`src/rtl/asip_pipe_pkg.sv`:
```
// Shared types and constants for the vector ASIP pipeline registers.
package asip_pipe_pkg;

  localparam int unsigned DATA_W = 128;
  localparam int unsigned ADDR_W = 4;
  localparam int unsigned CTRL_W = 8;

  // extnd_sel encodings: which source registers an instruction actually reads
  localparam logic [1:0] EXT_RRR = 2'b00;
  localparam logic [1:0] EXT_RRI = 2'b01;
  localparam logic [1:0] EXT_RI  = 2'b10;
  localparam logic [1:0] EXT_I   = 2'b11;

  typedef enum logic {
    RUN  = 1'b0,
    HOLD = 1'b1
  } stage_state_e;

  typedef struct packed {
    logic              valid;
    logic [DATA_W-1:0] rd2;
    logic [DATA_W-1:0] rd3;
    logic [ADDR_W-1:0] r2;
    logic [ADDR_W-1:0] r3;
    logic [ADDR_W-1:0] dest;
    logic [1:0]        extnd_sel;
    logic              vf;
    logic [CTRL_W-1:0] ctrl;
    logic              mem_read;
    logic              reg_write;
  } id_ex_t;

  localparam id_ex_t ID_EX_BUBBLE = '0;

  function automatic logic r2_used(input logic [1:0] sel);
    return ~sel[1];
  endfunction

  function automatic logic r3_used(input logic [1:0] sel);
    return (sel == EXT_RRR);
  endfunction

endpackage

```
`src/rtl/load_use_detect.sv`:
```
// Combinational load-use hazard check between the EX-stage load and the decode instruction.
module load_use_detect #(
  parameter int unsigned ADDR_W = 4
) (
  input  logic              ex_valid_i,
  input  logic              ex_mem_read_i,
  input  logic              ex_reg_write_i,
  input  logic              ex_vf_i,
  input  logic [ADDR_W-1:0] ex_dest_i,
  input  logic              id_valid_i,
  input  logic              id_vf_i,
  input  logic [1:0]        id_extnd_sel_i,
  input  logic [ADDR_W-1:0] id_r2_i,
  input  logic [ADDR_W-1:0] id_r3_i,
  output logic              hazard_o
);
  import asip_pipe_pkg::*;

  logic ex_is_load;
  logic src_match;

  assign ex_is_load = ex_valid_i & ex_mem_read_i & ex_reg_write_i & (ex_dest_i != '0);
  assign src_match  = (r2_used(id_extnd_sel_i) & (id_r2_i == ex_dest_i)) |
                      (r3_used(id_extnd_sel_i) & (id_r3_i == ex_dest_i));
  assign hazard_o   = ex_is_load & id_valid_i & (ex_vf_i == id_vf_i) & src_match;

endmodule

```
`src/rtl/id_ex_stage.sv`:
```
// Decode->execute pipeline register with load-use bubble insertion.
// Optional stall/bubble counters: define ID_EX_STALL_STATS_EN.
module id_ex_stage #(
  parameter int unsigned DATA_W   = asip_pipe_pkg::DATA_W,
  parameter int unsigned ADDR_W   = asip_pipe_pkg::ADDR_W,
  parameter int unsigned CTRL_W   = asip_pipe_pkg::CTRL_W,
  parameter int unsigned LOAD_LAT = 1
) (
  input  logic              clk,
  input  logic              rst_n,
  input  logic              flush_i,
  input  logic              ext_stall_i,
  input  logic              id_valid_i,
  input  logic [DATA_W-1:0] id_rd2_i,
  input  logic [DATA_W-1:0] id_rd3_i,
  input  logic [ADDR_W-1:0] id_r2_i,
  input  logic [ADDR_W-1:0] id_r3_i,
  input  logic [ADDR_W-1:0] id_dest_i,
  input  logic [1:0]        id_extnd_sel_i,
  input  logic              id_vf_i,
  input  logic [CTRL_W-1:0] id_ctrl_i,
  input  logic              id_mem_read_i,
  input  logic              id_reg_write_i,
  output logic              ex_valid_o,
  output logic [DATA_W-1:0] ex_rd2_o,
  output logic [DATA_W-1:0] ex_rd3_o,
  output logic [ADDR_W-1:0] ex_r2_o,
  output logic [ADDR_W-1:0] ex_r3_o,
  output logic [ADDR_W-1:0] ex_dest_o,
  output logic [1:0]        ex_extnd_sel_o,
  output logic              ex_vf_o,
  output logic [CTRL_W-1:0] ex_ctrl_o,
  output logic              ex_mem_read_o,
  output logic              ex_reg_write_o,
  output logic              id_stall_o
`ifdef ID_EX_STALL_STATS_EN
  ,
  output logic [31:0]       stall_cnt_o,
  output logic [31:0]       bubble_cnt_o
`endif
);
  import asip_pipe_pkg::*;

  localparam logic [2:0] LAT_M1 = 3'(LOAD_LAT - 1);

  id_ex_t       ex_q, ex_d, id_fields;
  stage_state_e state_q, state_d;
  logic [2:0]   cnt_q, cnt_d;
  logic         hazard;
  logic         bubble;

  assign id_fields = '{valid:     id_valid_i,
                       rd2:       id_rd2_i,
                       rd3:       id_rd3_i,
                       r2:        id_r2_i,
                       r3:        id_r3_i,
                       dest:      id_dest_i,
                       extnd_sel: id_extnd_sel_i,
                       vf:        id_vf_i,
                       ctrl:      id_ctrl_i,
                       mem_read:  id_mem_read_i,
                       reg_write: id_reg_write_i};

  load_use_detect #(.ADDR_W(ADDR_W)) u_load_use_detect (
    .ex_valid_i     (ex_q.valid),
    .ex_mem_read_i  (ex_q.mem_read),
    .ex_reg_write_i (ex_q.reg_write),
    .ex_vf_i        (ex_q.vf),
    .ex_dest_i      (ex_q.dest),
    .id_valid_i     (id_valid_i),
    .id_vf_i        (id_vf_i),
    .id_extnd_sel_i (id_extnd_sel_i),
    .id_r2_i        (id_r2_i),
    .id_r3_i        (id_r3_i),
    .hazard_o       (hazard)
  );

  always_comb begin
    ex_d    = ex_q;
    state_d = state_q;
    cnt_d   = cnt_q;
    bubble  = 1'b0;
    if (flush_i) begin
      ex_d    = ID_EX_BUBBLE;
      state_d = RUN;
      cnt_d   = '0;
      bubble  = 1'b1;
    end else if (ext_stall_i) begin
      // everything holds
    end else if (state_q == HOLD) begin
      ex_d   = ID_EX_BUBBLE;
      bubble = 1'b1;
      cnt_d  = cnt_q - 3'd1;
      if (cnt_q == 3'd1) state_d = RUN;
    end else if (hazard) begin
      ex_d    = ID_EX_BUBBLE;
      bubble  = 1'b1;
      cnt_d   = LAT_M1;
      state_d = (LOAD_LAT > 1) ? HOLD : RUN;
    end else begin
      ex_d = id_fields;
    end
  end

  always_ff @(posedge clk or negedge rst_n) begin
    if (!rst_n) begin
      ex_q    <= ID_EX_BUBBLE;
      state_q <= RUN;
      cnt_q   <= '0;
    end else begin
      ex_q    <= ex_d;
      state_q <= state_d;
      cnt_q   <= cnt_d;
    end
  end

  assign id_stall_o = ext_stall_i |
                      (~flush_i & (((state_q == RUN) & hazard) | (state_q == HOLD)));

  assign ex_valid_o     = ex_q.valid;
  assign ex_rd2_o       = ex_q.rd2;
  assign ex_rd3_o       = ex_q.rd3;
  assign ex_r2_o        = ex_q.r2;
  assign ex_r3_o        = ex_q.r3;
  assign ex_dest_o      = ex_q.dest;
  assign ex_extnd_sel_o = ex_q.extnd_sel;
  assign ex_vf_o        = ex_q.vf;
  assign ex_ctrl_o      = ex_q.ctrl;
  assign ex_mem_read_o  = ex_q.mem_read;
  assign ex_reg_write_o = ex_q.reg_write;

`ifdef ID_EX_STALL_STATS_EN
  logic [31:0] stall_cnt_q, bubble_cnt_q;

  always_ff @(posedge clk or negedge rst_n) begin
    if (!rst_n) begin
      stall_cnt_q  <= '0;
      bubble_cnt_q <= '0;
    end else begin
      if (id_stall_o & ~ext_stall_i & ~&stall_cnt_q) stall_cnt_q  <= stall_cnt_q + 32'd1;
      if (bubble & ~&bubble_cnt_q)                   bubble_cnt_q <= bubble_cnt_q + 32'd1;
    end
  end

  assign stall_cnt_o  = stall_cnt_q;
  assign bubble_cnt_o = bubble_cnt_q;
`else
  logic unused_bubble;
  assign unused_bubble = bubble;
`endif

endmodule

```
`config.mk`:
```
export PLATFORM = sky130hd
export DESIGN_NAME = id_ex_stage
export DESIGN_NICKNAME = d
export VERILOG_FILES = /design/src/rtl/asip_pipe_pkg.sv /design/src/rtl/load_use_detect.sv /design/src/rtl/id_ex_stage.sv
export SDC_FILE = /design/constraint.sdc
export NUM_CORES = 1
export LEC_CHECK = 0
export BUFFER_PORTS_ARGS = -buffer_cell sky130_fd_sc_hd__buf_2
export CAP_MARGIN = 20
export CORE_AREA = 3 3 217 219
export CTS_CLUSTER_SIZE = 14
export DETAILED_ROUTE_END_ITERATION = 8
export DIE_AREA = 0 0 220 222
export SYNTH_ARGS = -nofsm -noshare
export SYNTH_HDL_FRONTEND = slang
export SYNTH_SLANG_ARGS = --single-unit
```
`constraint.sdc`:
```
create_clock -name clk -period 2.36 [get_ports clk]
set_input_delay 0.118 -clock clk [delete_from_list [all_inputs] [get_ports clk]]
set_output_delay 0.118 -clock clk [all_outputs]
set_load 0.02 [all_outputs]
```
==> reports/metrics.csv <==
stage,metric,value,unit
outcome,status,"finished, final reports clean",
place,dp.cells,2405,
clock_tree,htreeDepth,2,
pwr,p_int,9.98,mW
pwr,p_clk_share,37.0,%
die,core_area,0.0453,mm2
pwr,cellPowerDensity,688,mW/mm2
route,drt_wl_total,52.9,mm
timing,fmax,438,MHz
die,die_area,0.0488,mm2
pwr,power,14.3,mW
clock_tree,clkLatencyLatePin,0.52,ns
worst_hold_path,min_to,ex_rd3_o[50],
clock_tree,cts_buffers,36,
worst_setup_path,r2r_cells,7,
worst_setup_path,crit_type,flip-flop to primary output,
route,ant_nets,0,
cells_and_area,stdcell_count,2588,
timing,relSlewSlack,51.8,%
die,die_w,220,um
clock_tree,cts_tree,yes,
route,num_vias,13900,
logic_synthesis,syn_avg_cell_area,11.1,um2
clock_tree,cts_buffer_depth,3,
pwr,switching_power,4.35,mW
worst_setup_path,start_kind,flip-flop,
pwr,peakVddDrop,0.438,mV
logic_synthesis,synth_edf_count,0,
route,viasPerCell,5.37,
logic_synthesis,ys_ff_latch,286,
global_routing,overflow,0,
logic_synthesis,ys.flop_type,dfrtp_1,
global_routing,grt_pass1_wl,81.2,mm
route,wl_per_cell,20.4,um
route,drt-initial-drc-count,816,
worst_setup_path,r2r-start,ex_dest_o[0],
global_routing,grt_pass1_vias,14000,
global_routing,grt_max_degree,122,
logic_synthesis,ys_seq_area_share,47.9,%
timing,setup_viol,0,
logic_synthesis,async_reset_ff_share,100,%
cells_and_area,nets,2248,
die,die_y,222,um
pwr,power.leakage,11.5,nW
timing,finalSetupTns,0,ns
logic_synthesis,syn_inst,1349,
logic_synthesis,ys_warn_count,0,
clock_tree,clock-sinks,286,
worst_setup_path,reg2reg_setup_slack,0.13,ns
worst_hold_path,min_delay_path_depth,3,
timing,finClkSkew,0.00943,ns
logic_synthesis,syn-num-nets,1637,
die,num_rows,78,
place,gp_congestion,0.786,
logic_synthesis,netlist-cell-type-count,31,
clock_tree,path_clk_slew,0.06,ns
route,drc_errors,0,
worst_setup_path,arrival,2.16,ns
place,place_area,0.0185,mm2
worst_setup_path,r2r_end,ex_rd3_o[65],
route,drt-pass1-iter-count,5,
place,dpl.hpwl,34.8,mm
worst_hold_path,hp-class,input port to flip-flop,
pwr,comb_power_share,23.3,%
global_routing,grt.total_usage,20.5,%
worst_setup_path,cp.required,2.24,ns
logic_synthesis,synth_area,0.0149,mm2
timing,tightest_slew,0.723,ns
pwr,seq_power_share,39.7,%
job,maxCapViolCount,0,
cells_and_area,finalInstanceArea,0.0208,mm2
worst_hold_path,hp-start,id_rd3_i[50],
global_routing,antenna_found_initial,14,
worst_setup_path,cp-end-kind,primary output,
die,boundaryPins,569,
place,io_buffer_count,568,
pwr,switching_share,30.4,%
cells_and_area,drive_above_1_share,34.2,%
timing,drv_slew,0,
timing,finalHoldViolCount,0,
timing,rsz0062_at_grt,no,
timing,post-route-period-util,96.7,%
cells_and_area,areaGrowthSynthToFinish,39.4,%
worst_setup_path,crit_fanout,5,
die,initial_utilization,33.0,%
timing,period_minus_slack,2.28,ns
clock_tree,root_buffer,clkbuf_16,
-- critical path, stage by stage, from the launching register on --
cell and delay (ns):
dfrtp_2 0.44, or4_4 0.56, a41oi_4 0.27, buf_12 0.14, o31ai_1 0.05, buf_2 0.18
-- Yosys cell counts (all sizes together), types with 2 or more instances --
cell type | number | share of area (%)
buf | 39 | 2.0
inv | 12 | 0.30
o221ai | 8 | 0.47
nand2 | 20 | 0.50
clkbuf | 120 | 3.0
ha | 2 | 0.17
nand2b | 2 | 0.084
nor3 | 2 | 0.067
a41oi | 2 | 0.24
dfrtp | 286 | 48
o31ai | 2 | 0.10
a211oi | 4 | 0.23
nor3b | 282 | 14
nor2 | 3 | 0.075
a22o | 272 | 16
xnor2 | 9 | 0.53
a21o | 272 | 14
a21oi | 4 | 0.13
-- final cells by class --
class	instances	area [um2]
flip-flops and latches	286	7160
inverters	12	45.0
well taps	600	751
multi-input cells	892	7020
fillers	4238	24500
clock inverters	6	61.3
clock buffers	54	1050
diodes	6	15.0
repair buffers	732	4720
-- cell families after synthesis --
kind of cell / synth area share [%]
xor gates and xnor gates: 0.528
DFF: 47.9
and+or+nand+nor: 15.1
AOI/OAI and AO/OA: 30.9
buffers and inverters: 5.28
muxes: 0.0754
adders and majority gates: 0.167
-- flip-flops by register name, indices dropped and copies added, names as in the netlist --
name	cells
ex_mem_read_o	1
ex_r3_o	4
ex_dest_o	4
ex_reg_write_o	1
cnt_q	3
ex_rd3_o	128
ex_ctrl_o	8
state_q	1
ex_r2_o	4
ex_rd2_o	128
ex_extnd_sel_o	2
ex_vf_o	1
ex_valid_o	1
-- per-stage QoR --
stage	hold slack (ns)	setup WS, ns	utilization, %
after floorplan	-0.178	0.435	-
after global placement	0.0623	0.277	40.8
after detailed placement	0.0592	0.246	40.8
after CTS	0.0000792	0.0157	45.9
after global routing	0.0152	0.00139	46.0
final	0.0366	0.0785	46.0
-- what timing repair did --
action                                  in CTS  in global routing
gates cloned                                 1                  0
pin swaps                                    1                  0
resized for setup                            1                  5
endpoints found under the hold margin      399                  0
buffers inserted                             2                  0
hold buffers                               114                  0
endpoints found under the setup margin       1                 41
-- layout by cell type, fill, tap and decap left out, drive strengths merged, types with 9 or more instances in the layout --
cell type,synthesis,final
nor3b,282,282
buf,39,615
clkbuf,120,56
inv,12,12
dlygate4sd3,0,114
xnor2,9,9
a22o,272,272
a21o,272,272
dfrtp,286,286
nand2,20,20
-- worst max path at each step --
stage	start	endpoint	slack [ns]	depth (start not counted)
5_1_grt	ex_dest_o[0]	id_stall_o	0.001	5
6_report	ex_dest_o[0]	id_stall_o	0.08	5
4_1_cts	ex_dest_o[0]	id_stall_o	0.02	5
3_5_place_dp	ex_dest_o[1]	ex_rd2_o[29]	0.25	6
2_1_floorplan	ex_dest_o[0]	cnt_q[0]	0.44	6
3_3_place_gp	ex_dest_o[1]	ex_rd2_o[10]	0.28	6
-- metal layers --
metal	share of wire, %	wire length (um)	vias to the layer above	global-route usage, %
met4	3.1	1640	16	7.44
met1	41	21500	6885	26.0
met2	47	25100	531	33.0
met3	8.6	4530	119	6.11
met5	0.16	84	-	0
li1	-	-	6344	-
-- power by group through the flow --
stage          Combinational, mW  Clock [mW]  Sequential, mW
2_1_floorplan               1.26           0            6.36
3_3_place_gp                3.17           0            5.75
3_5_place_dp                3.19           0            5.76
4_1_cts                     3.36        5.46            5.69
5_1_grt                     3.58        5.67            5.74
6_report                    3.34        5.30            5.69
(Power assumes the default switching activity.)
